### src/rtl/ranperm_engine.sv
// ranperm_engine: in-place Fisher-Yates shuffle of 0..N-1 driven by a 32-bit LFSR, one swap per clock.
// Optional build macro RANPERM_SEED_EN adds a seed input that reloads the LFSR on every accepted start.
module ranperm_engine #(
    parameter int          N    = 100,
    parameter logic [31:0] SEED = 32'hABCD,
    localparam int         W    = $clog2(N)
) (
    input  logic         clk,
    input  logic         reset,
    input  logic         start,
    input  logic         chain,
    input  logic [W-1:0] rd_addr,
`ifdef RANPERM_SEED_EN
    input  logic [31:0]  seed,
`endif
    output logic [W-1:0] rd_data,
    output logic         busy,
    output logic         done
);

    typedef enum logic [0:0] {
        IDLE    = 1'b0,
        SHUFFLE = 1'b1
    } state_t;

    function automatic logic [31:0] lfsr_step(input logic [31:0] v);
        return {v[30:0], v[31] ^ v[21] ^ v[1] ^ v[0]};
    endfunction

    state_t       state_r;
    state_t       state_s;
    logic         busy_r;
    logic         done_r;
    logic         accept_s;
    logic         last_s;
    logic [W-1:0] i_r;
    logic [W-1:0] j_s;
    logic [31:0]  lfsr_r;
    logic [31:0]  lfsr_load_s;
    logic [W-1:0] arr_r     [N];
    logic [W-1:0] arr_s     [N];
    logic [W-1:0] ident_s   [N];

    // Next-state decode: accept start only from IDLE, leave SHUFFLE after the i=1 swap.
    always_comb begin
        state_s  = state_r;
        accept_s = 1'b0;
        last_s   = 1'b0;
        case (state_r)
            IDLE: begin
                if (start) begin
                    state_s  = SHUFFLE;
                    accept_s = 1'b1;
                end else begin
                    state_s  = IDLE;
                end
            end
            SHUFFLE: begin
                if (i_r == W'(1)) begin
                    state_s = IDLE;
                    last_s  = 1'b1;
                end else begin
                    state_s = SHUFFLE;
                end
            end
            default: begin
                state_s = IDLE;
            end
        endcase
    end

    // Swap partner: full-width remainder keeps the draw unbiased by truncation, result always <= i.
    always_comb begin
        j_s = W'(lfsr_r % (32'(i_r) + 32'd1));
    end

    // LFSR value loaded on an accepted start.
    always_comb begin
`ifdef RANPERM_SEED_EN
        if (seed == 32'd0) begin
            lfsr_load_s = 32'h0000_0001;
        end else begin
            lfsr_load_s = seed;
        end
`else
        lfsr_load_s = lfsr_r;
`endif
    end

    // Identity pattern used by reset and by unchained starts.
    always_comb begin
        for (int k = 0; k < N; k++) begin
            ident_s[k] = W'(k);
        end
    end

    // Next array contents: identity load or a single swap of entries i and j.
    always_comb begin
        arr_s = arr_r;
        if (accept_s && !chain) begin
            arr_s = ident_s;
        end else if (state_r == SHUFFLE) begin
            arr_s[i_r] = arr_r[j_s];
            arr_s[j_s] = arr_r[i_r];
        end else begin
            arr_s = arr_r;
        end
    end

    // Control, LFSR and array state registers.
    always_ff @(posedge clk) begin
        if (reset) begin
            state_r <= IDLE;
            busy_r  <= 1'b0;
            done_r  <= 1'b0;
            i_r     <= '0;
            lfsr_r  <= SEED;
            arr_r   <= ident_s;
        end else begin
            state_r <= state_s;
            arr_r   <= arr_s;
            if (accept_s) begin
                busy_r <= 1'b1;
                done_r <= 1'b0;
                i_r    <= W'(N - 1);
                lfsr_r <= lfsr_load_s;
            end else if (state_r == SHUFFLE) begin
                lfsr_r <= lfsr_step(lfsr_r);
                i_r    <= i_r - W'(1);
                if (last_s) begin
                    busy_r <= 1'b0;
                    done_r <= 1'b1;
                end
            end
        end
    end

    // Readout port; addresses past the array read as zero.
    always_comb begin
        if (32'(rd_addr) < 32'(N)) begin
            rd_data = arr_r[rd_addr];
        end else begin
            rd_data = '0;
        end
    end

    assign busy = busy_r;
    assign done = done_r;

endmodule

### config.mk
export PLATFORM = sky130hd
export DESIGN_NAME = ranperm_engine
export DESIGN_NICKNAME = d
export VERILOG_FILES = /design/src/rtl/ranperm_engine.sv
export SDC_FILE = /design/constraint.sdc
export NUM_CORES = 2
export LEC_CHECK = 0
export ABC_AREA = 1
export ABC_CLOCK_PERIOD_IN_PS = 125200
export CAP_MARGIN = 20
export CELL_PAD_IN_SITES_DETAIL_PLACEMENT = 0
export CELL_PAD_IN_SITES_GLOBAL_PLACEMENT = 1
export CORE_MARGIN = 4
export CORE_UTILIZATION = 25
export CTS_CLUSTER_DIAMETER = 100
export CTS_CLUSTER_SIZE = 8
export DETAILED_ROUTE_END_ITERATION = 16
export GPL_TIMING_DRIVEN = 1
export PLACE_DENSITY_LB_ADDON = 0.08
export SLEW_MARGIN = 10
export SYNTH_ARGS = -nofsm -noshare
export SYNTH_HDL_FRONTEND = slang
export SYNTH_SLANG_ARGS = --single-unit
export TNS_END_PERCENT = 50
### constraint.sdc
create_clock -name clk -period 125.2 [get_ports clk]
set_clock_uncertainty 0.2 [all_clocks]
set_input_delay 18.78 -clock clk [delete_from_list [all_inputs] [get_ports clk]]
set_output_delay 18.78 -clock clk [all_outputs]
set_load 0.03 [all_outputs]
======== Word-level counts from Yosys, hierarchy flattened ========
Index checks and enable logic that the tools add are counted.
word-level totals
  memories kept ........................... 0
  bits in writable memories ............... 0
  ROM bits ................................ 0
  flip-flop bits (word level) ............. 742
  latch bits .............................. 0
  logic and storage cells ................. 162
operators by class
  equal/unequal tests ..................... 1
  magnitude comparators ................... 6
  muxes and demuxes ....................... 27
  add/sub/neg operators ................... 2
  shifts and indexed selects .............. 0
  divide/modulo/power cells ............... 1
  reductions and logical operators ........ 11
  bitwise operators ....................... 8
  multipliers ............................. 0
operators by type and width
  cell                                                         count
  bitwise mux 700 bit                                          2
  binary-select mux 7 bit (select 7 bit)                       3
  demux 7 bit (select 7 bit)                                   2
  2-to-1 mux 7 bit                                             11
  remainder unit 32 x 32 -> 32 bit                             1
  greater-or-equal comparator 8 bit (second input constant)    3
  inverter 7 -> 8 bit                                          3
  less-than comparator 8 x 1 -> 1 bit (second input constant)  2
  adder 7 x 1 -> 8 bit (second input constant)                 1
  2-to-1 mux 1 bit                                             8
  == test 7 x 1 -> 1 bit (second input constant)               1
  less-than comparator 7 bit (second input constant)           1
  subtractor 7 x 1 -> 7 bit (second input constant)            1
  AND reduction 2 bit                                          3
  nonzero test 2 bit                                           2
  OR reduction 2 bit                                           2
  logical AND 1 bit                                            3
  bitwise XOR 1 bit                                            3
  inverter 1 bit                                               2
  case mux 1 bit (2 select lines)                              1
  zero test 1 bit                                              1

======== Longest topological paths before layout ========
  word-level depth ........................ 8
  mapped depth ............................ 522

======== Least setup slack after synthesis ========
Ideal clock, no wire load.
  path type ............................... flip-flop to flip-flop
  start point ............................. register i_r[0]
  end point ............................... register arr_r[239] (netlist bit)
  required time ........................... 124881 ps
  setup time .............................. 119 ps
  cell stages (with the launch flop) ...... 489
  setup slack ............................. 56282 ps
  path buffers ............................ 44
  arrival ................................. 68599 ps
  clock period less this slack ............ 68918 ps
  cells stage by stage .................... dfxtp_1 > ha_1 > nand2_1 > nand2_1 > nand3_1 > nor2_1 > o21ai_1 > nand2_1 > nand2_1 > ha_1 > o21ai_0 > nand2_1 > nand3_4 > nand2_1 > nand2_1 > ha_1 > inv_1 > o21bai_1 > [... 453 more ...] > a21oi_1 > nand3_2 > nor2_2 > nand2_2 > nor2_4 > nand2_4 > buf_12 > o21ai_2 > nand2_2 > buf_6 > nor2_4 > inv_8 > nor2_4 > inv_2 > a21oi_4 > inv_2 > a21oi_1 > a21oi_1
on the way
  cells in the longest elaborated chain, start to end .. 8
  elaborated cells on any way between the ends .. 22
  those cells by class .................... add/sub (1); div (1); order compare (4); mux (12); bitwise (2); reduce/logical (2)
RTL lines
  element                                                                             RTL line  source
  start, declared                                                                     36        logic [W-1:0] i_r;
  start signal, assigned                                                              125       i_r <= W'(N - 1);
  start signal, assigned                                                              129       i_r <= i_r - W'(1);
  adder 7 x 1 -> 8 bit                                                                74        j_s = W'(lfsr_r % (32'(i_r) + 32'd1));
  remainder unit 32 x 32 -> 32 bit                                                    74
  inverter 7 -> 8 bit (implied by the code)                                           103, 104
  binary-select mux 7 bit (select 7 bit), or another cell as far along                103       arr_s[i_r] = arr_r[j_s];
  2-to-1 mux 7 bit (implied by the code) / logical AND 1 bit (equally long branches)  103, 104
  2-to-1 mux 7 bit, on equally long branches                                          103, 104
  bitwise mux 700 bit / demux 7 bit (select 7 bit) (equally long branches)            103, 104
  bitwise mux 700 bit (*)                                                             104       arr_s[j_s] = arr_r[i_r];
  end signal, assigned                                                                118       arr_r <= ident_s;
  end signal, assigned                                                                121       arr_r <= arr_s;
  end, declared                                                                       40        logic [W-1:0] arr_r [N];
Every way passes the cells marked *; elsewhere a longest branch is shown, timed or not. The select of a mux whose other input is x is not followed.
A chain may end at the register's enable or synchronous reset.

======== Worst setup path in the final report ========
  start point ............................. register i_r[2]
  end point ............................... register arr_r[672] (netlist bit)
Same word-level chain as after synthesis.

==> results.cfg <==
[status]
status = finished clean

[sta]
rsz0062_at_grt = false
maxSlewViolCount = 0
min_period_over_period_pct = 67.52
worstMarginPinSlew_ps = 1449
hold_slack_ps = 263.2
maxSlewHeadroom_pct = 3.403
finalSetupTns_ps = 0
final-setup-viol-count = 0
period_needed_ps = 84530
hold_viol = 0
fmax_ghz = 0.01183

[clocking]
post_cts_buffers = 0
clk_path_buf_depth = 3
postCtsHoldBufs = 0
cts_resized = 0
tritoncts = built
cts_buffers = 104
cts-root-buf = clkbuf_16
cts.reportedPaths.clkPinSlew_ps = 60
cts.sinks = 742
clock_latency_ps = 810
htree_levels = 3

[worst_setup_path]
rrSetupSlack_ps = 40670
cp_data_arrival_time_ps = 85060
endpoint_kind = flop
r2r-start = i_r[2]
reg2regPathDepth = 452
path_max_fanout = 63
r2r-end = arr_r[672]
cpMaxStageDelayCell = buf_4
path_class = reg2reg
required_ps = 125720
cpMostUsedCell = nand2_1
max_stage_delay_ps = 940
start_kind = flop

[routing]
drt_wl_total_um = 494000
drt_iter0_markers = 9863
ant_nets = 0
dr.pass1.iters = 6
routedWlPerCell_um = 27.94
post_drt_via_cell_ratio = 5.464
drc = 0
vias = 96610

[die]
rows = 215
pin_count = 20
start_util_pct = 25.11
die_w_um = 595.1
dieArea_um2 = 354200
core_um2 = 343300
die_h_um = 595.1

[layout]
drive_gt1_share_pct = 14.30
fillers = 38680
regArea_um2 = 14860
synthToLayoutAreaGrowth_pct = 4.164
nets = 13350
multi_input_area_um2 = 59840

[logic_synthesis]
synth-async-reset-ratio_pct = 0
syn-cell-area_um2 = 86180
synth_top_area_share_pct = 17.24
ys.flop_type = dfxtp_1
synthTopCellsByArea = dfxtp_1 17%, nand2_1 15%, nand3_1 8.3%, a21oi_1 7.9%, o21ai_0 5.8%
ys_ff_latch = 742
ys_warn_count = 0
yosysMostFrequentCell = nand2_1
netlist_instances = 13580
syn_avg_cell_area_um2 = 6.346
synth_edf_count = 0
yosysSeqAreaShare_pct = 17.24
syn-num-nets = 13820
synth_largest_area_cell = dfxtp_1
synth_commonest_cells = 3442 x nand2_1, 1436 x nand3_1, 1359 x a21oi_1
synthDistinctLibCells = 100

[grt]
grt_usage_pct = 26.63
grt_pass1_vias = 92420
overflow = 0
grt_max_degree = 175
antenna_found_initial = 14
grt_pass1_wl_um = 699000

[flow_run]
cap_violations = 0

[min_path]
hold_end = done
hold_path_class = reg2reg
hp-start = done
min_delay_path_depth = 2

[place]
dp_hpwl_um = 328200
portBuffers = 19
gp_congestion = 0.8827
-- layout by cell type (no fill, tap or decap), types with 140 or more instances in the layout --
cell	synthesis	layout
dfxtp_1	742	740
buf_4	26	171
a21oi_1	1359	1358
ha_1	233	233
nor2_4	140	145
o21ai_0	992	991
nand3_1	1436	1436
nand2_2	283	284
nand2_1	3442	3441
inv_2	233	243
nand4_1	261	261
nand3_2	203	203
inv_1	881	869
nor2_1	965	962
xor2_1	140	140
-- sequential cells by signal, indices dropped and copies added (netlist names) --
name         cells
state_r          1
lfsr_load_s     32
done             1
busy             1
arr_r          700
i_r              7
-- worst max path at each step --
stage / startpoint / to / slack (ps) / cells past startpoint
6_report: i_r[2] / arr_r[672] / 40670 / 452
5_1_grt: i_r[2] / arr_r[630] / 29830 / 460
4_1_cts: i_r[2] / arr_r[672] / 40150 / 452
3_5_place_dp: i_r[2] / arr_r[672] / 40440 / 451
3_3_place_gp: i_r[2] / arr_r[672] / 41920 / 457
2_1_floorplan: i_r[0] / arr_r[239] / 56280 / 488
-- routing by layer --
metal  part of all wire (%)  global-route usage [%]  up-vias
met5                  0.013                       0        -
met4                    5.3                   12.32       10
met3                    6.6                   3.551      955
met2                     45                   43.23     4045
met1                     43                   34.90    46860
li1                       -                       -    44750
-- logic make-up (layout without fill, tap and decap cells) --
family / Yosys count / count (layout) / share of synthesized area (%)
simple gates: 7223 / 7223 / 41.66
buf+inv: 1990 / 1531 / 13.57
other cells: 0 / 5 / 0
compound gates: 3189 / 3189 / 22.09
flops: 742 / 742 / 17.24
fa+ha+maj: 234 / 234 / 3.406
xor+xnor: 201 / 201 / 2.043
-- through the flow --
step | worst slack, ps | std cells | area, um^2 | utilization [%]
4_1_cts | 40150 | 17680 | 89750 | 26.15
3_3_place_gp | 41920 | 17560 | 86950 | 25.33
3_5_place_dp | 40440 | 17560 | 86980 | 25.34
2_1_floorplan | 56280 | 13580 | 86180 | -
6_report | 40670 | 17680 | 89770 | 26.15
5_1_grt | 29830 | 17680 | 89760 | 26.15
-- final cells by class --
class	instances	share of cell area, %
Clock buffer	116	3.043
Inverter	1210	5.428
Clock inverter	4	0.04600
Sequential cell	742	16.55
Multi-Input combinational cell	10850	66.66
Antenna cell	5	0.01394
Tap cell	4557	6.352
Timing Repair Buffer	201	1.903
-- worst max-delay path, delay by kind of cell, from the launching register on --
kind,cells,cell delay (ps)
DFF,1,590
AOI/OAI and AO/OA,133,26380
and+or+nand+nor,208,32970
adders and majority gates,31,10890
buffers and inverters,80,12760
Power is not shown: default switching activity piles up to over one toggle a cycle in this logic, so the estimate is an artifact.
